$ cat src/rtl/fetch_unit.sv
// Instruction fetch stage: PC sequencing, req/gnt/rvalid memory handshake, one-entry skid register.
// Define FETCH_TRACE_EN to print each delivered and each discarded fetch.
module fetch_unit #(
  parameter logic [0:31] RESET_PC = 32'h8002_0000,
  parameter logic [0:31] PC_STEP  = 32'd4
) (
  input  logic        clk,
  input  logic        rst_n,
  input  logic        stall,
  input  logic        redirect_valid,
  input  logic [0:31] redirect_pc,
  output logic        imem_req,
  output logic [0:31] imem_addr,
  input  logic        imem_gnt,
  input  logic        imem_rvalid,
  input  logic [0:31] imem_rdata,
  output logic [0:31] insn,
  output logic [0:31] pc,
  output logic        valid_insn,
  output logic        fetch_misaligned
);

  typedef enum logic [1:0] {IDLE, REQ, WAIT, DROP} state_t;

  state_t      state;
  logic [0:31] fetch_pc;
  logic [0:31] hold_insn;
  logic [0:31] hold_pc;
  logic        hold_valid;
  logic [0:31] redir_pc_al;
  logic [0:31] next_pc;
  logic        out_free;

  always_comb begin
    redir_pc_al = {redirect_pc[0:29], 2'b00};
    next_pc     = fetch_pc + PC_STEP;
    out_free    = !valid_insn || !stall;
  end

  always_ff @(posedge clk or negedge rst_n) begin
    if (!rst_n) begin
      state            <= IDLE;
      fetch_pc         <= RESET_PC;
      hold_insn        <= '0;
      hold_pc          <= '0;
      hold_valid       <= 1'b0;
      imem_req         <= 1'b0;
      imem_addr        <= '0;
      insn             <= '0;
      pc               <= '0;
      valid_insn       <= 1'b0;
      fetch_misaligned <= 1'b0;
    end else begin
      fetch_misaligned <= 1'b0;
      if (valid_insn && !stall)
        valid_insn <= 1'b0;

      if (redirect_valid) begin
        fetch_pc         <= redir_pc_al;
        valid_insn       <= 1'b0;
        hold_valid       <= 1'b0;
        fetch_misaligned <= |redirect_pc[30:31];
        case (state)
          IDLE: begin
            state     <= REQ;
            imem_req  <= 1'b1;
            imem_addr <= redir_pc_al;
          end
          REQ: begin
            if (imem_gnt) begin
              state    <= DROP;
              imem_req <= 1'b0;
            end else begin
              imem_addr <= redir_pc_al;
            end
          end
          // A response landing on the redirect edge is the stale one; skip DROP.
          WAIT, DROP: begin
            if (imem_rvalid) begin
              state     <= REQ;
              imem_req  <= 1'b1;
              imem_addr <= redir_pc_al;
`ifdef FETCH_TRACE_EN
              $display("FETCH DROP PC: %h", imem_addr);
`endif
            end else begin
              state <= DROP;
            end
          end
        endcase
      end else begin
        case (state)
          IDLE: begin
            if (out_free) begin
              if (hold_valid) begin
                insn       <= hold_insn;
                pc         <= hold_pc;
                valid_insn <= 1'b1;
                hold_valid <= 1'b0;
`ifdef FETCH_TRACE_EN
                $display("FETCH PC: %h Insn: %h", hold_pc, hold_insn);
`endif
              end
              state     <= REQ;
              imem_req  <= 1'b1;
              imem_addr <= fetch_pc;
            end
          end
          REQ: begin
            if (imem_gnt) begin
              state    <= WAIT;
              imem_req <= 1'b0;
            end
          end
          WAIT: begin
            if (imem_rvalid) begin
              fetch_pc <= next_pc;
              if (out_free) begin
                insn       <= imem_rdata;
                pc         <= fetch_pc;
                valid_insn <= 1'b1;
                state      <= REQ;
                imem_req   <= 1'b1;
                imem_addr  <= next_pc;
`ifdef FETCH_TRACE_EN
                $display("FETCH PC: %h Insn: %h", fetch_pc, imem_rdata);
`endif
              end else begin
                hold_insn  <= imem_rdata;
                hold_pc    <= fetch_pc;
                hold_valid <= 1'b1;
                state      <= IDLE;
              end
            end
          end
          DROP: begin
            if (imem_rvalid) begin
              state     <= REQ;
              imem_req  <= 1'b1;
              imem_addr <= fetch_pc;
`ifdef FETCH_TRACE_EN
              $display("FETCH DROP PC: %h", imem_addr);
`endif
            end
          end
        endcase
      end
    end
  end

endmodule

$ cat config.mk
export PLATFORM = sky130hd
export DESIGN_NAME = fetch_unit
export DESIGN_NICKNAME = d
export VERILOG_FILES = /design/src/rtl/fetch_unit.sv
export SDC_FILE = /design/constraint.sdc
export NUM_CORES = 1
export LEC_CHECK = 0
export ABC_AREA = 1
export CORE_AREA = 2 2 158 160
export DETAILED_ROUTE_END_ITERATION = 12
export DIE_AREA = 0 0 160 162
export GPL_TIMING_DRIVEN = 1
export PLACE_DENSITY = 0.74
export SKIP_CTS_REPAIR_TIMING = 1
export SYNTH_ARGS = -nofsm -noshare
export SYNTH_HDL_FRONTEND = slang
export SYNTH_SLANG_ARGS = --single-unit
$ cat constraint.sdc
create_clock -name clk -period 3.4 [get_ports clk]
set_input_delay 0.85 -clock clk [delete_from_list [all_inputs] [get_ports clk]]
set_output_delay 0.85 -clock clk [all_outputs]
set_load 0.05 [all_outputs]
## Word-level counts from Yosys, hierarchy flattened

Cells that the tools add are included.

- Register bits after elaboration: 198
- Bits of input ports: 70
- Output and inout port bits: 99

- Add/sub/neg operators: 1
- Equality and inequality tests: 15
- Mux-type cells: 51
- Bitwise logic cells: 2
- Reductions and logical operators: 18

Operators by type and width:

| cell | count |
|---|---|
| 32-bit two-way mux | 17 |
| 32-bit case mux with 3 select lines | 2 |
| 32-bit case mux with 2 select lines | 2 |
| 32-bit by 3-bit adder with 32-bit output (second input constant) | 1 |
| 3-bit inequality test (second input constant) | 7 |
| 1-bit two-way mux | 17 |
| 2-bit two-way mux | 7 |
| 4-bit AND reduction | 3 |
| 2-bit inequality test (second input constant) | 5 |
| 2-bit case mux with 4 select lines | 1 |
| 7-bit AND reduction | 1 |
| 2-bit case mux with 3 select lines | 1 |
| 6-bit AND reduction | 1 |
| 2-bit nonzero test | 3 |
| 2-bit == test (second input constant) | 2 |
| 1-bit case mux with 2 select lines | 2 |
| 1-bit case mux with 4 select lines | 1 |
| 4-bit nonzero test | 1 |
| 2-bit OR reduction | 2 |
| 1-bit case mux with 3 select lines | 1 |
| 3-bit nonzero test | 1 |
| 2-bit by 1-bit == test with 1-bit output (second input constant) | 1 |
| 1-bit logical NOT | 2 |
| 2-bit logical NOT | 1 |
| other kinds (4) | 5 |

## Depth between registers and ports, before layout

- Depth after elaboration: 7
- Gate-level depth with buffers: 11

## Worst setup path after synthesis

Ideal clock, no wire load.

- Path kind: input port to flip-flop
- From: in redirect_valid
- To: reg imem_addr[22] (netlist name)
- Setup time: 0.118 ns
- Data arrival time: 1.773 ns
- Data required time: 3.282 ns
- Path slack: 1.508 ns
- Stages on the path: 9
- Cells stage by stage: buf_2 > nor2_2 > nand2_1 > nand3_1 > buf_2 > a21oi_1 > nand2_1 > o21ai_1 > inv_1

- Word-level cells in the longest chain between the ends: 2

Ends and longest elaborated chain:

| item | RTL line | RTL |
|---|---|---|
| start: declaration | 10 | `input logic redirect_valid,` |
| 3-bit inequality test (no line) / 4-bit nonzero test (equally long branches) | -- |  |
| 7-bit AND reduction (no line) | -- |  |
| end signal: assignment | 67 | `imem_addr <= redir_pc_al;` |
| end signal: assignment | 74 | `imem_addr <= redir_pc_al;` |
| end signal: assignment | 82 | `imem_addr <= redir_pc_al;` |
| end: declaration | 13 | `output logic [0:31] imem_addr,` |

Parallel ways exist; a longest one is shown, timed or not.
A chain may end at the register's enable or synchronous reset.

## Worst setup path after layout

- From: reg imem_addr[17] (netlist name)
- To: out imem_addr[17] (netlist name)

No word-level cell between the ends.

==> metrics.md <==
| Metric | Value |
|---|---|
| Status | `finished clean` |
| Relative max-transition margin | `53.9%` |
| Commonest non-fill, non-tap cell in the layout | `nand2_1` |
| CP bufs+invs | `1` |
| Initial core utilization | `39.4%` |
| Drt pass-1 iters | `6` |
| Routed WL | `25.6 mm` |
| Slowest CP cell | `clkdlybuf4s50_1` |
| Pleak | `0.00522 uW` |
| Iter 0 DRT Violations | `745` |
| Total global routing overflow | `0` |
| Unrepaired setup endpoints after global routing | `false` |
| Final Instance Area | `11,900 um^2` |
| Ant. Diodes | `0` |
| Clk_lat worst skew | `0.43 ns` |
| Fin Hold WS | `0.432 ns` |
| Row Count | `57` |
| GRT Overall Usage | `20.0%` |
| Final period utilization | `74.9%` |
| Post-Synthesis Cell Area | `9510 um^2` |
| Area Overhead vs Synth | `25.7%` |
| Slew Viols, Final | `0` |
| Buffers on Ports | `166` |
| Vias in the first global route | `7,959` |
| Average via count per standard cell | `4.97` |
| Yosys warns | `0` |
| Slowest stage delay, CP | `0.84 ns` |
| CP Data Arrival Time | `1.70 ns` |
| Max Fclk | `393 MHz` |
| Synth area leaders | `dfrtp_1 (50%), nand2_1 (12%), nor2_1 (7.3%), a21oi_1 (6.7%), o21a_1 (4.8%)` |
| Hold Vio Cnt, Final | `0` |
| Initial antenna violation count | `0` |
| Num CTS Buffers | `17` |
| First-pass GRT wire length | `41.6 mm` |
| Worst Setup Start Kind | `flop` |
| Layout Skew | `0.0119 ns` |
| Via count | `8,385` |
| WL/cell | `15.2 um` |
| Fin Setup TNS | `0 ns` |
| Antenna Nets Post-Route | `0` |
| Setup crit end kind | `output pin` |
| CTS Root Cell | `clkbuf_16` |
| Final setup viols | `0` |
| Worst path cell trace | `clkdlybuf4s50_1` |
| Synth unique cells | `33` |
| Ports | `169` |
| Seq. cell area | `4780 um^2` |
| Multi-input logic area | `4000 um^2` |
| Max-cap violation count | `0` |
| Die Span X | `160 um` |
| Crit path max-delay family | `buffers and inverters` |
| Avg Synthesized Cell Area | `7.80 um^2` |
| Least-Margin Pin Slew | `0.690 ns` |
| Dominant cell type by area after synthesis | `dfrtp_1` |
| Synth Register Bits | `191` |
| GP Congestion | `0.906` |
| Residual DRC count | `0` |
| Fill count | `2,386` |
| Placed cell area | `11,400 um^2` |
| Largest fanout on the critical path | `2` |
| H-tree depth | `4` |
| Core Box Area | `24,100 um^2` |
| Clk sink count | `191` |
| Die footprint | `25,900 um^2` |
| Dpl hpwl | `18.0 mm` |
| Pwr dens | `899 nW/um^2` |
| CP Data Required Time | `2.55 ns` |
| Tmin final | `2.55 ns` |
| Worst-path clk slew | `0.08 ns` |
| Post-layout nets | `1,421` |
| Worst vdd rail ir drop | `0.000457 V` |
| Share of cells above drive strength 1 | `5.21%` |
| CTS tree | `built` |
| Chip height | `162 um` |
| Share of the synthesized area in the top cell type | `49.7%` |
| Post-synthesis sequential area ratio | `50.3%` |
| Worst hold path class | `input pin to asynchronous set/reset pin` |
| Mapped Cells | `1,219` |
| Setup CP Type | `flop to output pin` |
| Largest net degree at the start of global routing | `127` |
| CTS max path bufs | `2` |
| Power, Total | `10,700 uW` |
| Commonest non-fill, non-tap cells in the layout | `nand2_1 (300), dfrtp_1 (189), nor2_1 (186)` |
==> kinds of logic (layout without fill, tap and decap cells) <==
group	after synthesis	in the layout	synth area share [%]
buffers and inverters	163	306	7.77
adders and majority gates	1	1	0.132
xor gates and xnor gates	4	4	0.368
AOI/OAI and AO/OA	314	314	18.6
DFF	191	191	50.3
other	1	2	0.0394
and+or+nand+nor	545	545	22.8
==> synth_stat cells, drive strengths merged <==
cell	count
a211oi	1
a21oi	127
a22oi	2
a2bb2oi	1
a31oi	7
a41oi	1
and2	3
buf	47
clkbuf	22
conb	1
dfrtp	189
dfstp	2
ha	1
inv	94
nand2	303
nand3	38
nand4	4
nor2	196
o211ai	3
o21a	61
o21ai	109
o22ai	1
o31ai	1
or2	1
xor2	4
==> path summary, 6_finish.rpt <==
kind	from	endpoint	cells past startpoint	slack [ns]
setup / recovery	imem_addr[17]	imem_addr[17]	1	0.85
hold / removal	rst_n	pc[5]	1	0.43
setup reg to reg	state[1]	fetch_pc[24]	10	1.34
hold reg to reg	hold_pc[9]	hold_pc[9]	2	0.49
max in group asynchronous	rst_n	fetch_pc[14]	2	2.09
min in group clk	hold_pc[9]	hold_pc[9]	2	0.49
==> layer usage <==
| layer | track usage [%] | up-vias | share of wire, % |
|---|---|---|---|
| met2 | 32.2 | 269 | 47 |
| li1 | - | 4178 | - |
| met5 | 0 | - | 0 |
| met3 | 5.23 | 26 | 7.1 |
| met4 | 5.24 | 0 | 1.7 |
| met1 | 27.0 | 3912 | 44 |
==> state kept, by name, summed over array words and instances (netlist names) <==
signal,count
hold_insn,32
insn,32
imem_addr,31
fetch_pc,30
hold_pc,30
pc,30
state,2
fetch_misaligned,1
hold_valid,1
imem_req,1
valid_insn,1
==> power breakdown <==
group	switching [uW]	leakage, uW	total [uW]	internal, uW
Clock	1010	0.000285	2010	992
Combinational	3570	0.00255	5260	1680
Sequential	496	0.00239	3480	2980
Total	5080	0.00522	10700	5660
==> area by class of cell <==
| type | count | share of cell area (%) |
|---|---|---|
| repair buffers | 180 | 15.2 |
| multi-input cells | 866 | 33.5 |
| well taps | 324 | 3.39 |
| clock buffers | 17 | 3.56 |
| inverters | 94 | 2.96 |
| flip-flops and latches | 191 | 40.0 |
| clock inverters | 15 | 1.40 |
==> metrics by stage <==
stage | util [%] | setup WS [ns] | std cells
floorplan | - | 1.51 | 1220
global placement | 47.1 | 0.817 | 1655
detailed placement | 47.1 | 0.783 | 1655
CTS | 49.6 | 0.864 | 1687
global route | 49.6 | 0.811 | 1687
finish | 49.6 | 0.854 | 1687
No activity file was read; power rests on OpenSTA's default activity.
